**src/rtl/dctq_pkg.sv**
```systemverilog
// dctq_pkg: shared constants and types for the DCTQ dequantizer path.
//   COEF_W / QV_W / QS_W : output coefficient, quantized input and step widths
//   BLK_SIZE             : coefficients per 8x8 block
//   COEF_MAX / COEF_MIN  : saturation limits of the reconstructed coefficient
//   MAG_W                : width of the unsigned |q| * step product (plus rounding)
package dctq_pkg;

    localparam int COEF_W   = 12;
    localparam int QV_W     = 9;
    localparam int QS_W     = 8;
    localparam int BLK_SIZE = 64;
    localparam int IDX_W    = 6;
    localparam int COEF_MAX = 2047;
    localparam int COEF_MIN = -2048;
    // 256 * 255 + 127 = 65407 still fits in 17 bits, so rounding needs no extra bit.
    localparam int MAG_W    = QV_W + QS_W;

    typedef logic signed [COEF_W-1:0] coef_t;
    typedef logic signed [QV_W-1:0]   qv_t;
    typedef logic        [QS_W-1:0]   qs_t;
    typedef logic        [IDX_W-1:0]  idx_t;

endpackage

```
**src/rtl/dctq_qtable.sv**
```systemverilog
// dctq_qtable: 64-entry quantization step table.
//   clk   : clock
//   we    : write strobe; the entry changes at the next rising edge
//   waddr : write index, wdata : step written
//   raddr : read index, rdata : combinational read of the stored step
// Contents are deliberately not reset so a block reset keeps the loaded table.
// A read of the address being written in the same cycle returns the old value.
module dctq_qtable
    import dctq_pkg::*;
(
    input  logic             clk,
    input  logic             we,
    input  logic [IDX_W-1:0] waddr,
    input  logic [QS_W-1:0]  wdata,
    input  logic [IDX_W-1:0] raddr,
    output logic [QS_W-1:0]  rdata
);

    logic [QS_W-1:0] mem_reg [BLK_SIZE];

    always_ff @(posedge clk) begin
        if (we) begin
            mem_reg[waddr] <= wdata;
        end
    end

    assign rdata = mem_reg[raddr];

endmodule

```
**src/rtl/dctq_dequant.sv**
```systemverilog
// dctq_dequant: 3-stage stallable inverse quantizer.
//   clk, rst_n          : clock, asynchronous active-low reset
//   qt_we/addr/data     : quant-table write port (accepted regardless of stall)
//   in_valid/in_ready   : input handshake; in_q quantized coefficient,
//                         in_first marks coefficient 0 of a block
//   out_valid/out_ready : output handshake; out_coef reconstructed coefficient,
//                         out_last marks coefficient 63 of a block
//   blk_err             : one-cycle pulse after in_first arrives mid-block
// Build option: define DCTQ_DEQ_ROUND_EN to reconstruct nonzero coefficients at
// the bucket midpoint (|q|*step + step/2); otherwise |q|*step exactly.
module dctq_dequant
    import dctq_pkg::*;
(
    input  logic              clk,
    input  logic              rst_n,
    input  logic              qt_we,
    input  logic [IDX_W-1:0]  qt_addr,
    input  logic [QS_W-1:0]   qt_data,
    input  logic              in_valid,
    output logic              in_ready,
    input  logic [QV_W-1:0]   in_q,
    input  logic              in_first,
    output logic              out_valid,
    input  logic              out_ready,
    output logic [COEF_W-1:0] out_coef,
    output logic              out_last,
    output logic              blk_err
);

    logic en;
    logic accept;
    idx_t idx_reg;
    idx_t idx_use;
    logic [QS_W-1:0] step_rd;
    logic [QV_W-1:0] in_mag;

    // Stage 1: sign / magnitude / step
    logic             s1_valid_reg;
    logic             s1_sign_reg;
    logic             s1_zero_reg;
    logic             s1_last_reg;
    logic [QV_W-1:0]  s1_mag_reg;
    logic [QS_W-1:0]  s1_step_reg;

    // Stage 2: unsigned product
    logic             s2_valid_reg;
    logic             s2_sign_reg;
    logic             s2_zero_reg;
    logic             s2_last_reg;
    logic [MAG_W-1:0] s2_mag_reg;
    logic [MAG_W-1:0] mag_next;

    // Stage 3: output register
    logic              out_valid_reg;
    logic              out_last_reg;
    logic [COEF_W-1:0] out_coef_reg;
    logic [COEF_W-1:0] sat_val;
    logic              blk_err_reg;

    // The whole pipeline moves as one: it advances whenever the output slot
    // is empty or being drained this cycle.
    assign en       = ~out_valid_reg | out_ready;
    assign in_ready = en;
    assign accept   = in_valid & en;

    // in_first forces the block to restart at index 0 even mid-block.
    assign idx_use = in_first ? '0 : idx_reg;

    // Two's complement magnitude; -256 maps to 9'h100 (256 unsigned).
    assign in_mag = in_q[QV_W-1] ? ((~in_q) + QV_W'(1)) : in_q;

    dctq_qtable u_qtable (
        .clk   (clk),
        .we    (qt_we),
        .waddr (qt_addr),
        .wdata (qt_data),
        .raddr (idx_use),
        .rdata (step_rd)
    );

    always_ff @(posedge clk or negedge rst_n) begin
        if (!rst_n) begin
            idx_reg     <= '0;
            blk_err_reg <= 1'b0;
        end else begin
            blk_err_reg <= accept & in_first & (idx_reg != '0);
            if (accept) begin
                idx_reg <= idx_use + IDX_W'(1);
            end
        end
    end

    always_ff @(posedge clk or negedge rst_n) begin
        if (!rst_n) begin
            s1_valid_reg <= 1'b0;
            s1_sign_reg  <= 1'b0;
            s1_zero_reg  <= 1'b0;
            s1_last_reg  <= 1'b0;
            s1_mag_reg   <= '0;
            s1_step_reg  <= '0;
        end else if (en) begin
            s1_valid_reg <= accept;
            s1_sign_reg  <= in_q[QV_W-1];
            s1_zero_reg  <= (in_q == '0);
            s1_last_reg  <= (idx_use == IDX_W'(BLK_SIZE - 1));
            s1_mag_reg   <= in_mag;
            s1_step_reg  <= step_rd;
        end
    end

`ifdef DCTQ_DEQ_ROUND_EN
    // Midpoint reconstruction undoes the bias of a truncating forward quantizer.
    assign mag_next = MAG_W'(s1_mag_reg) * MAG_W'(s1_step_reg) + MAG_W'(s1_step_reg >> 1);
`else
    assign mag_next = MAG_W'(s1_mag_reg) * MAG_W'(s1_step_reg);
`endif

    always_ff @(posedge clk or negedge rst_n) begin
        if (!rst_n) begin
            s2_valid_reg <= 1'b0;
            s2_sign_reg  <= 1'b0;
            s2_zero_reg  <= 1'b0;
            s2_last_reg  <= 1'b0;
            s2_mag_reg   <= '0;
        end else if (en) begin
            s2_valid_reg <= s1_valid_reg;
            s2_sign_reg  <= s1_sign_reg;
            // A zero step would otherwise still pick up nothing, but with
            // rounding the zero-coefficient case must be forced explicitly.
            s2_zero_reg  <= s1_zero_reg | (s1_step_reg == '0);
            s2_last_reg  <= s1_last_reg;
            s2_mag_reg   <= mag_next;
        end
    end

    // Sign restore with saturation; negative side allows one extra step (2048).
    always_comb begin
        sat_val = '0;
        if (!s2_zero_reg) begin
            if (!s2_sign_reg) begin
                sat_val = (s2_mag_reg > MAG_W'(COEF_MAX)) ? COEF_W'(COEF_MAX)
                                                          : s2_mag_reg[COEF_W-1:0];
            end else begin
                sat_val = (s2_mag_reg > MAG_W'(-COEF_MIN)) ? COEF_W'(COEF_MIN)
                                                           : (COEF_W'(0) - s2_mag_reg[COEF_W-1:0]);
            end
        end
    end

    always_ff @(posedge clk or negedge rst_n) begin
        if (!rst_n) begin
            out_valid_reg <= 1'b0;
            out_last_reg  <= 1'b0;
            out_coef_reg  <= '0;
        end else if (en) begin
            out_valid_reg <= s2_valid_reg;
            // Gate with valid so a stale last flag in a bubble never surfaces.
            out_last_reg  <= s2_valid_reg & s2_last_reg;
            out_coef_reg  <= sat_val;
        end
    end

    assign out_valid = out_valid_reg;
    assign out_last  = out_last_reg;
    assign out_coef  = out_coef_reg;
    assign blk_err   = blk_err_reg;

endmodule

```
**config.mk**
```make
export PLATFORM = sky130hd
export DESIGN_NAME = dctq_dequant
export DESIGN_NICKNAME = d
export VERILOG_FILES = /design/src/rtl/dctq_pkg.sv /design/src/rtl/dctq_qtable.sv /design/src/rtl/dctq_dequant.sv
export SDC_FILE = /design/constraint.sdc
export NUM_CORES = 1
export LEC_CHECK = 0
export CAP_MARGIN = 30
export CORE_ASPECT_RATIO = 1.25
export CORE_MARGIN = 3
export CORE_UTILIZATION = 65
export DETAILED_ROUTE_END_ITERATION = 8
export PLACE_DENSITY = 0.83
export RECOVER_POWER = 50
export SYNTH_ARGS = -nofsm -noshare
export SYNTH_HDL_FRONTEND = slang
export SYNTH_SLANG_ARGS = --single-unit
```
**constraint.sdc**
```tcl
create_clock -name clk -period 9.78 [get_ports clk]
set_input_delay 0.978 -clock clk [delete_from_list [all_inputs] [get_ports clk]]
set_output_delay 0.978 -clock clk [all_outputs]
set_load 0.03 [all_outputs]
```
==> impl_metrics.toml <==
[status]
status = "finished with violations"
violations = "capacitance limit, slew limit"

[finish]
area_delta_synth_final_pct = 8.980
utilization_pct = 71.93
nNetsFinal = 1955
final_cell_mix = "edfxtp_1, mux2i_1, nor2_1, nand2_1, o21ai_0"
stdcell_area_sq_um = 28210
largest_reg_flops = 512
final_common_cell = "edfxtp_1"
drive_above_1_share_pct = 7.419
diodes = 0

[global_route]
grt_max_degree = 87
grt_usage_pct = 27.86
overflow = 0
grt_antenna_before_repair = 0
grt_pass1_wl_um = 89530
first_global_vias = 15855

[clocking]
hold_buffers = 0
clk_path_buf_depth = 3
clk_pin_slew_ns = 0.06
cts_tree = "yes"
clock_latency_ns = 0.60
clockRootBuffer = "clkbuf_16"
clkSinkCount = 575
cts.htree.levels = 2
post_cts_buffers = 0
cts_resized = 0
cts_made_buffers = 53

[timing]
max-slew-margin-rel_pct = -126.4
setup_violations = 0
post-route-period-util_pct = 55.73
slew_violations = 613
hold_viol = 0
worstMarginPinSlew_ns = 3.396
rsz0062_at_grt = "no"
fin_skew_ns = 0.02436
tns_ns = 0
fin_crit_ns = 5.450
max_freq_ghz = 0.1835

[power]
vdd_drop_max_uv = 375.0
pwr_density_cell_nw_per_um2 = 297.4
p_leak_nw = 9.800
power.total_mw = 8.391

[critical_path]
crit_fanout = 57
crit_cells = 5
critical_path.slowest_cell = "clkbuf_1"
crit_buf_inv = 4
crit_family = "buffers and inverters"
reg2reg_depth = 14
slowest_delay_ns = 1.73
startpoint_type = "input pin"
worstPathRequired_ns = 8.80
path_class = "input pin to primary output"
crit_start = "out_ready"
critPathArrivalTime_ns = 4.47
rr_startpoint = "s1_step_reg[2]"
endpoint_kind = "primary output"
path_cells = "dlygate4sd3_1 > nor2b_4 > clkbuf_1 > clkinv_1 > clkdlybuf4s50_1"

[die]
die_area_sq_um = 42270
fp.dieH_um = 229.1
pin_count = 45
rows = 81
fp.dieW_um = 184.5
core-area_sq_um = 39220
start_util_pct = 66.00

[job]
drv_cap = 10

[synth]
synth_area_sq_um = 25890
synth.top_cell.area_share_pct = 59.39
synthArstFlopShare_pct = 10.96
synth_seq_cells = 575
synth_edf_count = 512
synth_cells = 1834
yosysTopAreaCell = "edfxtp_1"
synth_nets = 1946
avgSynthCellArea_sq_um = 14.12
yosysWarnings = 0
synthFlopType = "edfxtp_1"
synth_area_leaders = "edfxtp_1, dfrtp_1, mux2i_1"
yosysUniqueCellTypes = 68
seq_area_frac_synth_pct = 65.48

[detailed_routing]
ant_nets = 0
wl_per_cell_um = 24.71
vias_per_cell = 6.626
dr.pass1.iters = 8
drt_iter0_markers = 1861
wl_um = 58940
drcViolationCount = 0
num_vias = 15803

[placement]
hpwl_um = 36930
place_congestion = 0.9119
portBuffers = 44
place_area_sq_um = 26540

[worst_hold_path]
hp-class = "input pin to asynchronous set/reset pin"
[cell type report]
cell class	count	area (sq um)
flip-flops and latches	575	16960
fillers	2450	11010
multi-input cells	1075	8127
clock buffers	68	1434
well taps	498	623.1
repair buffers	67	520.5
clock inverters	31	282.8
inverters	71	266.5
[routing by layer]
metal / wire length (um) / share of wire, % / up-vias / GRT usage (%)
li1: - / - / 6960 / -
met1: 21310 / 36 / 7799 / 35.50
met2: 30140 / 51 / 869 / 48.20
met3: 4842 / 8.2 / 175 / 3.590
met4: 2638 / 4.5 / 0 / 11.94
met5: 0 / 0 / - / 0
[synthesized netlist by cell type (9+ instances only)]
cell type	number
edfxtp_1	512
mux2i_1	153
nor2_1	137
nand2_1	124
o21ai_0	79
inv_1	68
dfrtp_1	63
and2_1	55
clkbuf_1	55
o22ai_1	46
fa_1	42
ha_1	41
a22o_1	29
buf_2	29
a21oi_1	27
nor3b_1	25
a221oi_1	23
nand3_1	23
nand2b_1	22
a211oi_1	20
xor2_1	18
buf_4	17
a222oi_1	16
nor3_1	16
o32a_1	16
mux2_2	15
a31oi_1	12
mux2_1	10
o211ai_1	10
nor2b_1	9
[path summary, 6_finish.rpt]
check,endpoint,slack (ns)
max,in_ready,4.33
min,out_coef[3],0.32
max reg2reg,s2_mag_reg[16],5.37
min reg2reg,out_last,0.47
max in group asynchronous,idx_reg[2],5.90
min in group clk,out_last,0.47
[per-stage QoR]
step	worst slack, ns	cells	hold slack, ns
floorplan	5.693	1834	0.4384
global placement	5.464	2283	0.4521
detailed placement	5.376	2286	0.4604
CTS	5.362	2385	0.2242
global route	3.997	2385	0.3563
finish	4.330	2385	0.3233
[where the power goes]
group	internal [mW]	leakage [nW]	switching (mW)	total, mW
logic	1.36	3.59	1.94	3.31
registers	2.82	5.38	0.237	3.05
clock network	1.15	0.831	0.884	2.03
[kinds of logic (layout without fill, tap and decap cells)]
| kind of cell | after synthesis | count (layout) | share of synthesized area, % |
|---|---|---|---|
| DFF | 575 | 575 | 65.48 |
| and+or+nand+nor | 451 | 451 | 8.526 |
| AOI/OAI and AO/OA | 336 | 336 | 9.222 |
| muxes | 186 | 186 | 7.699 |
| buffers and inverters | 184 | 237 | 3.200 |
| adders and majority gates | 83 | 83 | 5.230 |
| xor gates and xnor gates | 19 | 19 | 0.6428 |
Note: power is estimated with default switching activity, not from simulation.
